### src/rtl/arb_rr_n.sv
// Round-robin arbiter over N requesters with registered one-hot grant and optional hold-time limit.
// A grant holder is pre-empted after MAX_HOLD cycles only when someone else is waiting.
module arb_rr_n #(
  parameter int N        = 4,
  parameter int MAX_HOLD = 8,
  parameter int IDW      = $clog2(N)
) (
  input  logic           clk,
  input  logic           rst,
  input  logic [N-1:0]   req,
  output logic [N-1:0]   gnt,
  output logic           gnt_vld,
  output logic [IDW-1:0] gnt_id,
  output logic           timeout
);

  typedef enum logic {IDLE, GRANT} state_t;

  localparam bit           HOLD_EN   = (MAX_HOLD > 0);
  localparam logic [7:0]   HOLD_LAST = (MAX_HOLD > 0) ? 8'(MAX_HOLD - 1) : 8'd0;
  localparam logic [N-1:0] ONE       = N'(1);

  state_t         state;
  logic [IDW-1:0] ptr;
  logic [7:0]     cnt;

  logic [IDW-1:0] win;
  logic [IDW-1:0] cand;
  logic           any;
  logic           others;

  // First requester after ptr, wrapping; ptr itself is checked last.
  always_comb begin
    win  = ptr;
    cand = ptr;
    any  = 1'b0;
    for (int i = 1; i <= N; i++) begin
      cand = IDW'((int'(ptr) + i) % N);
      if (!any && req[cand]) begin
        any = 1'b1;
        win = cand;
      end
    end
  end

  // In GRANT ptr is the holder, so a winner other than ptr means someone else is waiting.
  assign others = any && (win != ptr);

  always_ff @(posedge clk or posedge rst) begin
    if (rst) begin
      state   <= IDLE;
      gnt     <= '0;
      gnt_vld <= 1'b0;
      gnt_id  <= '0;
      timeout <= 1'b0;
      cnt     <= 8'd0;
      ptr     <= IDW'(N - 1);
    end else begin
      timeout <= 1'b0;
      case (state)
        IDLE: begin
          if (any) begin
            state   <= GRANT;
            gnt     <= ONE << win;
            gnt_vld <= 1'b1;
            gnt_id  <= win;
            ptr     <= win;
            cnt     <= 8'd0;
          end
        end
        GRANT: begin
          if (req[ptr]) begin
            if (HOLD_EN && (cnt == HOLD_LAST) && others) begin
              gnt     <= ONE << win;
              gnt_id  <= win;
              ptr     <= win;
              cnt     <= 8'd0;
              timeout <= 1'b1;
            end else if (HOLD_EN && (cnt != HOLD_LAST)) begin
              cnt <= cnt + 8'd1;
            end
          end else if (any) begin
            gnt    <= ONE << win;
            gnt_id <= win;
            ptr    <= win;
            cnt    <= 8'd0;
          end else begin
            state   <= IDLE;
            gnt     <= '0;
            gnt_vld <= 1'b0;
            gnt_id  <= '0;
            cnt     <= 8'd0;
          end
        end
        default: state <= IDLE;
      endcase
    end
  end

endmodule

### config.mk
export PLATFORM = sky130hd
export DESIGN_NAME = arb_rr_n
export DESIGN_NICKNAME = d
export VERILOG_FILES = /design/src/rtl/arb_rr_n.sv
export SDC_FILE = /design/constraint.sdc
export NUM_CORES = 1
export LEC_CHECK = 0
export CAP_MARGIN = 20
export CORE_MARGIN = 2
export CORE_UTILIZATION = 35
export DETAILED_ROUTE_END_ITERATION = 10
export SYNTH_ARGS = -nofsm -noshare
export SYNTH_HDL_FRONTEND = slang
export SYNTH_SLANG_ARGS = --single-unit
### constraint.sdc
create_clock -name clk -period 2.4 [get_ports clk]
set_input_delay 0.48 -clock clk [delete_from_list [all_inputs] [get_ports clk]]
set_output_delay 0.48 -clock clk [all_outputs]
set_load 0.02 [all_outputs]
; ---- Yosys cells after proc, flatten, opt, wreduce, memory -nomap -nowiden
; Index checks and enable logic that the tools add are counted.
[classes]
add_sub_neg = 5
multipliers = 0
n_div = 0
n_lt_le_gt_ge = 5
n_eq_ne = 8
shift = 1
muxes = 46
bitwise = 1
reduce_logical = 11
[op_table]
columns = op, count
row1 = 8-bit 2-to-1 mux, 4
row2 = 2-bit 2-to-1 mux, 10
row3 = 1-bit 2-to-1 mux, 17
row4 = 4-bit 2-to-1 mux, 4
row5 = 8-bit one-hot mux with 2 select lines, 1
row6 = 2-bit by 3-bit less-than comparator with 1-bit output (second input constant), 5
row7 = 1-bit binary-select mux with 2-bit select, 5
row8 = 8-bit by 1-bit adder with 8-bit output (second input constant), 1
row9 = 8-bit by 3-bit == test with 1-bit output (second input constant), 1
row10 = 8-bit by 3-bit != test with 1-bit output (second input constant), 1
row11 = 2-bit one-hot mux with 2 select lines, 2
row12 = 4-bit one-hot mux with 2 select lines, 1
row13 = 2-bit != test (second input constant), 3
row14 = 1-bit logical AND, 5
row15 = 2-bit by 1-bit adder with 2-bit output (second input constant), 2
row16 = 2-bit adder (second input constant), 2
row17 = 4-bit by 2-bit != test with 1-bit output (second input constant), 1
row18 = 1-bit one-hot mux with 2 select lines, 2
row19 = 2-bit AND reduction, 2
row20 = 1-bit by 2-bit << shifter with 4-bit output (first input constant), 1
row21 = 1-bit logical NOT, 3
row22 = 3-bit by 2-bit != test with 1-bit output (second input constant), 1
row23 = 3-bit AND reduction, 1
row24 = 2-bit != test, 1
row25 = 1-bit NOT, 1
[totals]
regBits = 19
latchBits = 0
ramBits = 0
rom_bits = 0
in_bits = 6
out_inout_bits = 8
elab_cells = 84
n_memories = 0

; ---- Logic depth before layout (Yosys ltp)
; Gate-level depths: netlist (run 1).
[depth]
word_depth = 19
depth_mapped = 7
ltp_nobuf = 6

; ---- Least setup slack after synthesis (run 1)
; OpenSTA, ideal clock, no wires.
[synth_path]
path_kind = register -> register
startpoint = register ptr[0]
endpoint = register gnt[0]
setup_time_ns = 0.128
arrival_time_ns = 1.938
required_time_ns = 2.272
path_slack_ns = 0.334
path_stages_with_launch = 6
n_path_buf = 1
synth_period_minus_slack_ns = 2.066
cell_sequence = dfstp_2 > mux4_2 > and2_1 > buf_2 > a2bb2oi_4 > mux2_1
[synth_via]
elab_chain_cells = 18
word_cells_on_any_way = 40
classes_between = add/sub (4) / eq/ne (3) / shift (1) / mux (23) / reduce/logical (9)
[synth_rtl]
columns = item, line
row1 = from (decl), 24  ; logic [IDW-1:0] ptr;
row2 = from (signal assigned), 57  ; ptr <= IDW'(N - 1);
row3 = from (signal assigned), 67  ; ptr <= win;
row4 = from (signal assigned), 76  ; ptr <= win;
row5 = 2-bit by 1-bit adder with 2-bit output, 38  ; cand = IDW'((int'(ptr) + i) % N);
row6 = 1-bit binary-select mux with 2-bit select, 39  ; if (!any && req[cand]) begin
row7 = 1-bit 2-to-1 mux (not written as such), 39
row8 = 1-bit 2-to-1 mux, 39
row9 = 1-bit logical NOT, 39
row10 = 1-bit logical AND, 39
row11 = 1-bit 2-to-1 mux, 39
row12 = 1-bit logical NOT, 39
row13 = (+2 left out), --
row14 = 1-bit logical NOT, 39
row15 = 1-bit logical AND, 39
row16 = 2-bit 2-to-1 mux, 39
row17 = 2-bit != test, 47  ; assign others = any && (win != ptr);
row18 = 1-bit logical AND, 47
row19 = 1-bit logical AND, 73  ; if (HOLD_EN && (cnt == HOLD_LAST) && others) begin
row20 = 3-bit by 2-bit != test with 1-bit output (no line), --
row21 = 2-bit AND reduction (no line), --
row22 = to (signal assigned), 64  ; gnt <= ONE << win;
row23 = to (signal assigned), 74  ; gnt <= ONE << win;
row24 = to (signal assigned), 83  ; gnt <= ONE << win;
row25 = to (decl), 11  ; output logic [N-1:0] gnt,
; Parallel ways exist; a longest one is shown, timed or not. The select of a mux whose other input is x is not followed.
; A chain may end at the register's enable or synchronous reset.

; ---- Final worst setup path (run 1)
[layout_path]
startpoint = register ptr[0]
endpoint = register cnt[2]
[layout_via]
elab_chain_cells = 19
word_cells_on_any_way = 37
classes_between = add/sub (4) / eq/ne (3) / mux (21) / reduce/logical (9)
[layout_rtl]
columns = item, line
row1 = 2-bit by 1-bit adder with 2-bit output, 38
row2 = 1-bit binary-select mux with 2-bit select, 39
row3 = 1-bit 2-to-1 mux (not written as such), 39
row4 = 1-bit 2-to-1 mux, 39
row5 = 1-bit logical NOT, 39
row6 = 1-bit logical AND, 39
row7 = 1-bit 2-to-1 mux, 39
row8 = 1-bit logical NOT, 39
row9 = (+3 left out), --
row10 = 1-bit logical AND, 39
row11 = 2-bit 2-to-1 mux, 39
row12 = 2-bit != test, 47
row13 = 1-bit logical AND, 47
row14 = 1-bit logical AND, 73
row15 = 8-bit 2-to-1 mux, 73
row16 = 8-bit 2-to-1 mux, 72  ; if (req[ptr]) begin
row17 = 8-bit one-hot mux with 2 select lines, 60  ; case (state)
row18 = to (signal assigned), 80  ; cnt <= cnt + 8'd1;
row19 = to (decl), 25  ; logic [7:0] cnt;
; Parallel ways exist; a longest one is shown, timed or not. The select of a mux whose other input is x is not followed.

==> results.yml, run 1 <==
synthesis:
  yosys.area.top_type: "dfrtp_1"
  synth_area_leaders: "dfrtp_1, dfstp_2, o21ai_2"
  synthCells: 106
  syn-mean-instance-area_um2: 10.62
  synth_nets: 113
  synth_cell_types: 40
  ys_warn_count: 0
  ys_seq_elements: 19
  synth_top_area_share_pct: 37.78
  synth_area_um2: 1126
  yosysSeqAreaShare_pct: 42.44
worst_setup_path:
  reg2reg_to: "cnt[2]"
  slowest_delay_ps: 620
  reg2reg_depth: 6
  critPathTopFamily: "flip-flops"
  critPathLaunch: "ptr[0]"
  crit_required_ps: 2630
  r2r_slack_ps: 180
  crit_fanout: 13
  cp-endpoint: "cnt[2]"
  cpMaxStageDelayCell: "dfstp_2"
  path_buf_inv: 1
  cp_data_arrival_time_ps: 2450
  path_cells: "mux4_2, or2_4, a22oi_4, buf_4, o21ai_2, a21oi_1"
  endpoint_kind: "register"
  crit_path_start_kind: "register"
  reg2reg_from: "ptr[0]"
  cp.depth: 6
  crit_type: "reg -> reg"
global_route:
  grt_usage_pct: 14.46
  first_global_vias: 878
  grt_start_max_net_pins: 20
  antenna_found_initial: 0
  grt.overflow.total: 0
  grt_pass1_wl_um: 3891
die:
  initial_core_util_pct: 36.89
  fp.dieW_um: 60.72
  num_rows: 20
  die-height_um: 60.72
  coreArea_um2: 3053
  die-area_um2: 3687
  ioPinCount: 14
clock_network:
  post_cts_resized: 0
  cts_inserted_buffers: 3
  cts_tree: "done"
  ctsRootBufferMaster: "clkbuf_4"
  htreeDepth: 1
  insertion_delay_ps: 300
  clk_pin_slew_worst_paths_ps: 110
  cts_setup_buffers: 0
  cts_hold_buf: 0
  cts_num_sinks: 19
  clk_path_buf_depth: 2
placed_design:
  place_congestion: 0.8226
  portBuffers: 13
  placed_area_um2: 1426
  dp_cells: 179
  dp_hpwl_um: 1756
timing:
  slew_violations: 0
  hold_violations: 0
  fmax_ghz: 0.4497
  setup_viol: 0
  fin_skew_ps: 3.206
  layout_min_cycle_time_ps: 2224
  fin_crit_sh_pct: 92.65
  setup_tns_ps: 0
  worst_pin_slew_ps: 715.2
  rsz0062_at_grt: "false"
  max_slew_margin_pct: 52.26
pwr:
  power.share.switching_pct: 37.60
  power_leakage_nw: 0.6406
  pwr-share-seq_pct: 36.1
  peakVddDrop_mv: 0.5078
  switchingPower_w: 0.0005344
  clkPwrFrac_pct: 11.7
  power-per-cell-area_nw_per_um2: 974.3
  p_int_w: 0.0008870
  combPwrFrac_pct: 52.2
  report.power.total_w: 0.001421
route:
  avgRoutedWirePerCell_um: 12.37
  ant_nets: 0
  dr.first_iter.drc_count: 61
  via_per_inst: 4.929
  drcViolationCount: 0
  via_count: 902
  wl_um: 2264
  detailedRoute.firstPassIterationCount: 4
cells_and_area:
  fin_util_pct: 47.79
  layout.nets: 147
  drive_above_1_share_pct: 32.37
  n_antenna_cell: 0
  n_fill_cell: 314
  stdcell_area_um2: 1459
  fin_cells: 183
  multiInputGateArea_um2: 608.1
  seq_area_um2: 478.0
  syn2layout_area_growth_pct: 29.56
run:
  drv_cap: 0
worst_hold_path:
  hold_path.class: "reg -> reg"
run_status:
  status: "finished clean"
cells in the final DEF, fill, tap and decap left out, types with 2 or more instances in the layout:
| cell type | n |
|---|---|
| inv_1 | 5 |
| a21o_2 | 2 |
| nand3_1 | 5 |
| clkdlybuf4s50_1 | 13 |
| o21ai_0 | 3 |
| nor2b_1 | 2 |
| dfrtp_1 | 17 |
| clkbuf_4 | 3 |
| mux2_1 | 2 |
| nand2_1 | 6 |
| a21o_1 | 4 |
| o21ai_2 | 5 |
| nand4_1 | 2 |
| dfstp_2 | 2 |
| and3_1 | 2 |
| and2b_2 | 2 |
| a22o_1 | 2 |
| nor3_1 | 4 |
| and2_1 | 2 |
| nor2_1 | 6 |
| a21oi_1 | 7 |
| buf_4 | 19 |
| or3_1 | 5 |
synthesized netlist by cell type, drive strengths merged:
cell type,number
or3,5
nor4b,1
nor3,4
nor2,6
maj3,1
ha,1
o2bb2ai,1
a22o,2
buf,3
or2b,1
nor2b,2
and3b,1
a22oi,1
a21o,6
and2,2
nor4bb,1
o21ba,1
a32oi,1
mux2,2
a21bo,1
dfstp,2
a2bb2oi,1
nand2,6
and3,2
o21ai,9
dfrtp,17
and2b,2
a221o,1
or2,2
o41ai,1
nand3,5
inv,5
nand4,2
a21oi,7
mux4,1
kinds of logic after synthesis:
group | synth area share [%]
fa+ha+maj | 2.000
simple gates | 21.33
flops | 42.44
mux | 4.000
compound gates | 26.11
buf+inv | 4.111
flip-flops by register name (all words and copies together), names as in the netlist:
signal / count
cnt: 8
gnt: 4
gnt_id: 2
gnt_vld: 1
ptr: 2
state: 1
timeout: 1
power groups by stage:
stage / clock (W) / sequential (W) / combinational (W)
global placement: 0 / 0.000513 / 0.000728
global route: 0.000185 / 0.000530 / 0.000813
detailed placement: 0 / 0.000520 / 0.000742
finish: 0.000167 / 0.000513 / 0.000742
CTS: 0.000171 / 0.000513 / 0.000750
floorplan: 0 / 0.000550 / 0.000447
per-stage QoR:
stage,setup WS (ps),hold WS [ps]
global placement,-74.31,459.6
floorplan,334.3,429.7
finish,176.3,487.1
CTS,102.3,494.7
detailed placement,-134.5,470.5
global route,34.43,513.5
area by class of cell:
cell class                 count  share of cell area (%)
clock buffer                   4                   1.801
inverter                       5                   1.286
multi-input combinational     79                   41.68
sequential                    19                   32.76
tap                           44                   3.774
timing repair buffer          32                   18.70
worst min path at each step:
stage,cells after the start,to,from
after floorplan,1,cnt[0],rst
after global placement,1,gnt_id[1],gnt_id[1]
after detailed placement,1,gnt_id[0],gnt_id[0]
after CTS,1,gnt_id[0],gnt_id[0]
after global routing,1,gnt[2],gnt[2]
final,1,gnt_id[0],gnt_id[0]
per-layer routing:
layer / global-route usage, % / routed length [um] / vias to the layer above / part of all wire (%)
met5: 0 / 0 / - / 0
met4: 6.522 / 47 / 0 / 2.1
met3: 1.919 / 60 / 4 / 2.7
met2: 23.96 / 1070 / 19 / 47
met1: 18.84 / 1086 / 422 / 48
li1: - / - / 457 / -
(Power assumes the default switching activity.)
==> run 2: changes to the inputs <==
- GPL_ROUTABILITY_DRIVEN: default -> 0
==> results of run 2 <==
Final layout, timing and power as in run 1 (identical DEF).
==> run 3: changes to the inputs <==
--- a/config.mk
+++ b/config.mk
@@ -9,4 +9,5 @@
 export CORE_MARGIN = 2
 export CORE_UTILIZATION = 35
+export CTS_BUF_LIST = sky130_fd_sc_hd__clkbuf_8
 export DETAILED_ROUTE_END_ITERATION = 10
 export GPL_ROUTABILITY_DRIVEN = 0
==> constraint.sdc (replaced) <==
create_clock -name clk -period 2.4 [get_ports clk]
set_input_delay 0.48 -clock clk [delete_from_list [all_inputs] [get_ports clk]]
set_output_delay 0.48 -clock clk [all_outputs]
set_load 0.05 [all_outputs]
==> results.yml, run 3 (synthesis results as in run 1) <==
run_status:
  status: "finished clean"
die:
  ioPinCount: 14
  die-height_um: 60.72
  fp.dieW_um: 60.72
  initial_core_util_pct: 36.89
  coreArea_um2: 3053
  num_rows: 20
  die-area_um2: 3687
placed_design:
  portBuffers: 13
  dp_hpwl_um: 1756
  dp_cells: 179
cells_and_area:
  n_fill_cell: 317
  syn2layout_area_growth_pct: 31.22
  fin_cells: 183
  final_cell_mix: "buf_4, dfrtp_1, clkdlybuf4s50_1"
  reg_top3: "cnt: 8 flops, gnt: 4 flops"
  n_antenna_cell: 0
  final_common_cell: "buf_4"
  multiInputGateArea_um2: 608.1
  seq_area_um2: 478.0
  largest_reg_flops: 8
  layout.nets: 147
  largest_register: "cnt"
  drive_above_1_share_pct: 32.37
global_route:
  grt_usage_pct: 14.90
  antenna_found_initial: 0
  first_global_vias: 883
  grt.overflow.total: 0
  grt_start_max_net_pins: 20
  grt_pass1_wl_um: 3953
worst_setup_path:
  crit_path_start_kind: "input port"
  endpoint_kind: "register"
  reg2reg_to: "cnt[2]"
  reg2reg_depth: 6
  crit_type: "in -> reg"
  reg2reg_from: "ptr[0]"
  r2r_slack_ps: 190
  crit_fanout: 13
  crit_required_ps: 2580
  cp_data_arrival_time_ps: 2430
route:
  via_per_inst: 4.869
  drcViolationCount: 0
  via_count: 891
  detailedRoute.firstPassIterationCount: 4
  wl_um: 2279
  avgRoutedWirePerCell_um: 12.45
  ant_nets: 0
  dr.first_iter.drc_count: 49
timing:
  fin_skew_ps: 1.083
  fin_crit_sh_pct: 93.74
  layout_min_cycle_time_ps: 2250
  slew_violations: 0
  fmax_ghz: 0.4445
  worst_pin_slew_ps: 730.9
  rsz0062_at_grt: "false"
  hold_violations: 0
  setup_viol: 0
  hold_slack_ps: 478.7
  max_slew_margin_pct: 51.22
clock_network:
  cts_num_sinks: 19
  insertion_delay_ps: 260
  clk_pin_slew_worst_paths_ps: 70
  htreeDepth: 1
  cts_tree: "done"
  cts_inserted_buffers: 3
  clk_path_buf_depth: 2
  cts_setup_buffers: 0
  ctsRootBufferMaster: "clkbuf_8"
worst_hold_path:
  hold_path.class: "reg -> reg"
  hold_end: "gnt_id[0]"
  min_from: "gnt_id[0]"
  hold_depth: 1
pwr:
  peakVddDrop_mv: 0.6788
  power_leakage_nw: 0.6525
  power-per-cell-area_nw_per_um2: 1073
run:
  drv_cap: 0
-- run 3: report_power, final --
part	switching [W]	internal, W
clock	0.000108	0.000114
combinational	0.000454	0.000397
sequential	0.0000889	0.000424
-- run 3: final cells by class --
class,instances,area share [%]
clock buffers,3,2.794
multi-input cells,79,41.15
clock inverters,1,0.2540
inverters,5,1.270
flip-flops and latches,19,32.35
repair buffers,32,18.46
well taps,44,3.726
-- run 3: what timing repair did --
item                                    CTS  global route
endpoints found under the setup margin    0             9
gates resized for setup                   0             1
hold buffers                              0             0
-- run 3: routing by layer --
| metal | track usage [%] | wire (um) | vias up |
|---|---|---|---|
| met2 | 24.42 | 1080 | 15 |
| met5 | 0 | 0 | - |
| met1 | 18.98 | 1097 | 416 |
| met4 | 8.385 | 46 | 0 |
| met3 | 1.919 | 54 | 4 |
| li1 | - | - | 456 |
-- run 3: worst max path at each step --
stage	cells after the start	to	slack, ps	start
2_1_floorplan	5	gnt[0]	330	ptr[0]
3_3_place_gp	7	cnt[2]	-70	req[0]
3_5_place_dp	7	cnt[2]	-130	req[0]
4_1_cts	7	cnt[2]	110	cnt[0]
5_1_grt	7	cnt[4]	20	req[0]
6_report	7	cnt[2]	150	req[3]
-- run 3: critical path, stage by stage --
cell and delay, ps:
clkdlybuf4s50_1 450, mux4_2 560, or2_4 260, a22oi_4 300
buf_4 180, o21ai_2 40, a21oi_1 150
-- run 3: per-stage QoR --
| step | setup slack (ps) | total power, W | util, % | TNS, ps | cell area [um^2] |
|---|---|---|---|---|---|
| after floorplan | 334.3 | 0.001104 | - | 0 | 1126 |
| after global placement | -74.31 | 0.001350 | 46.72 | -209.6 | 1426 |
| after detailed placement | -134.5 | 0.001372 | 46.72 | -662.5 | 1426 |
| after CTS | 109.9 | 0.001596 | 48.20 | 0 | 1471 |
| after global routing | 16.22 | 0.001695 | 48.40 | 0 | 1478 |
| final | 150.3 | 0.001586 | 48.40 | 0 | 1478 |
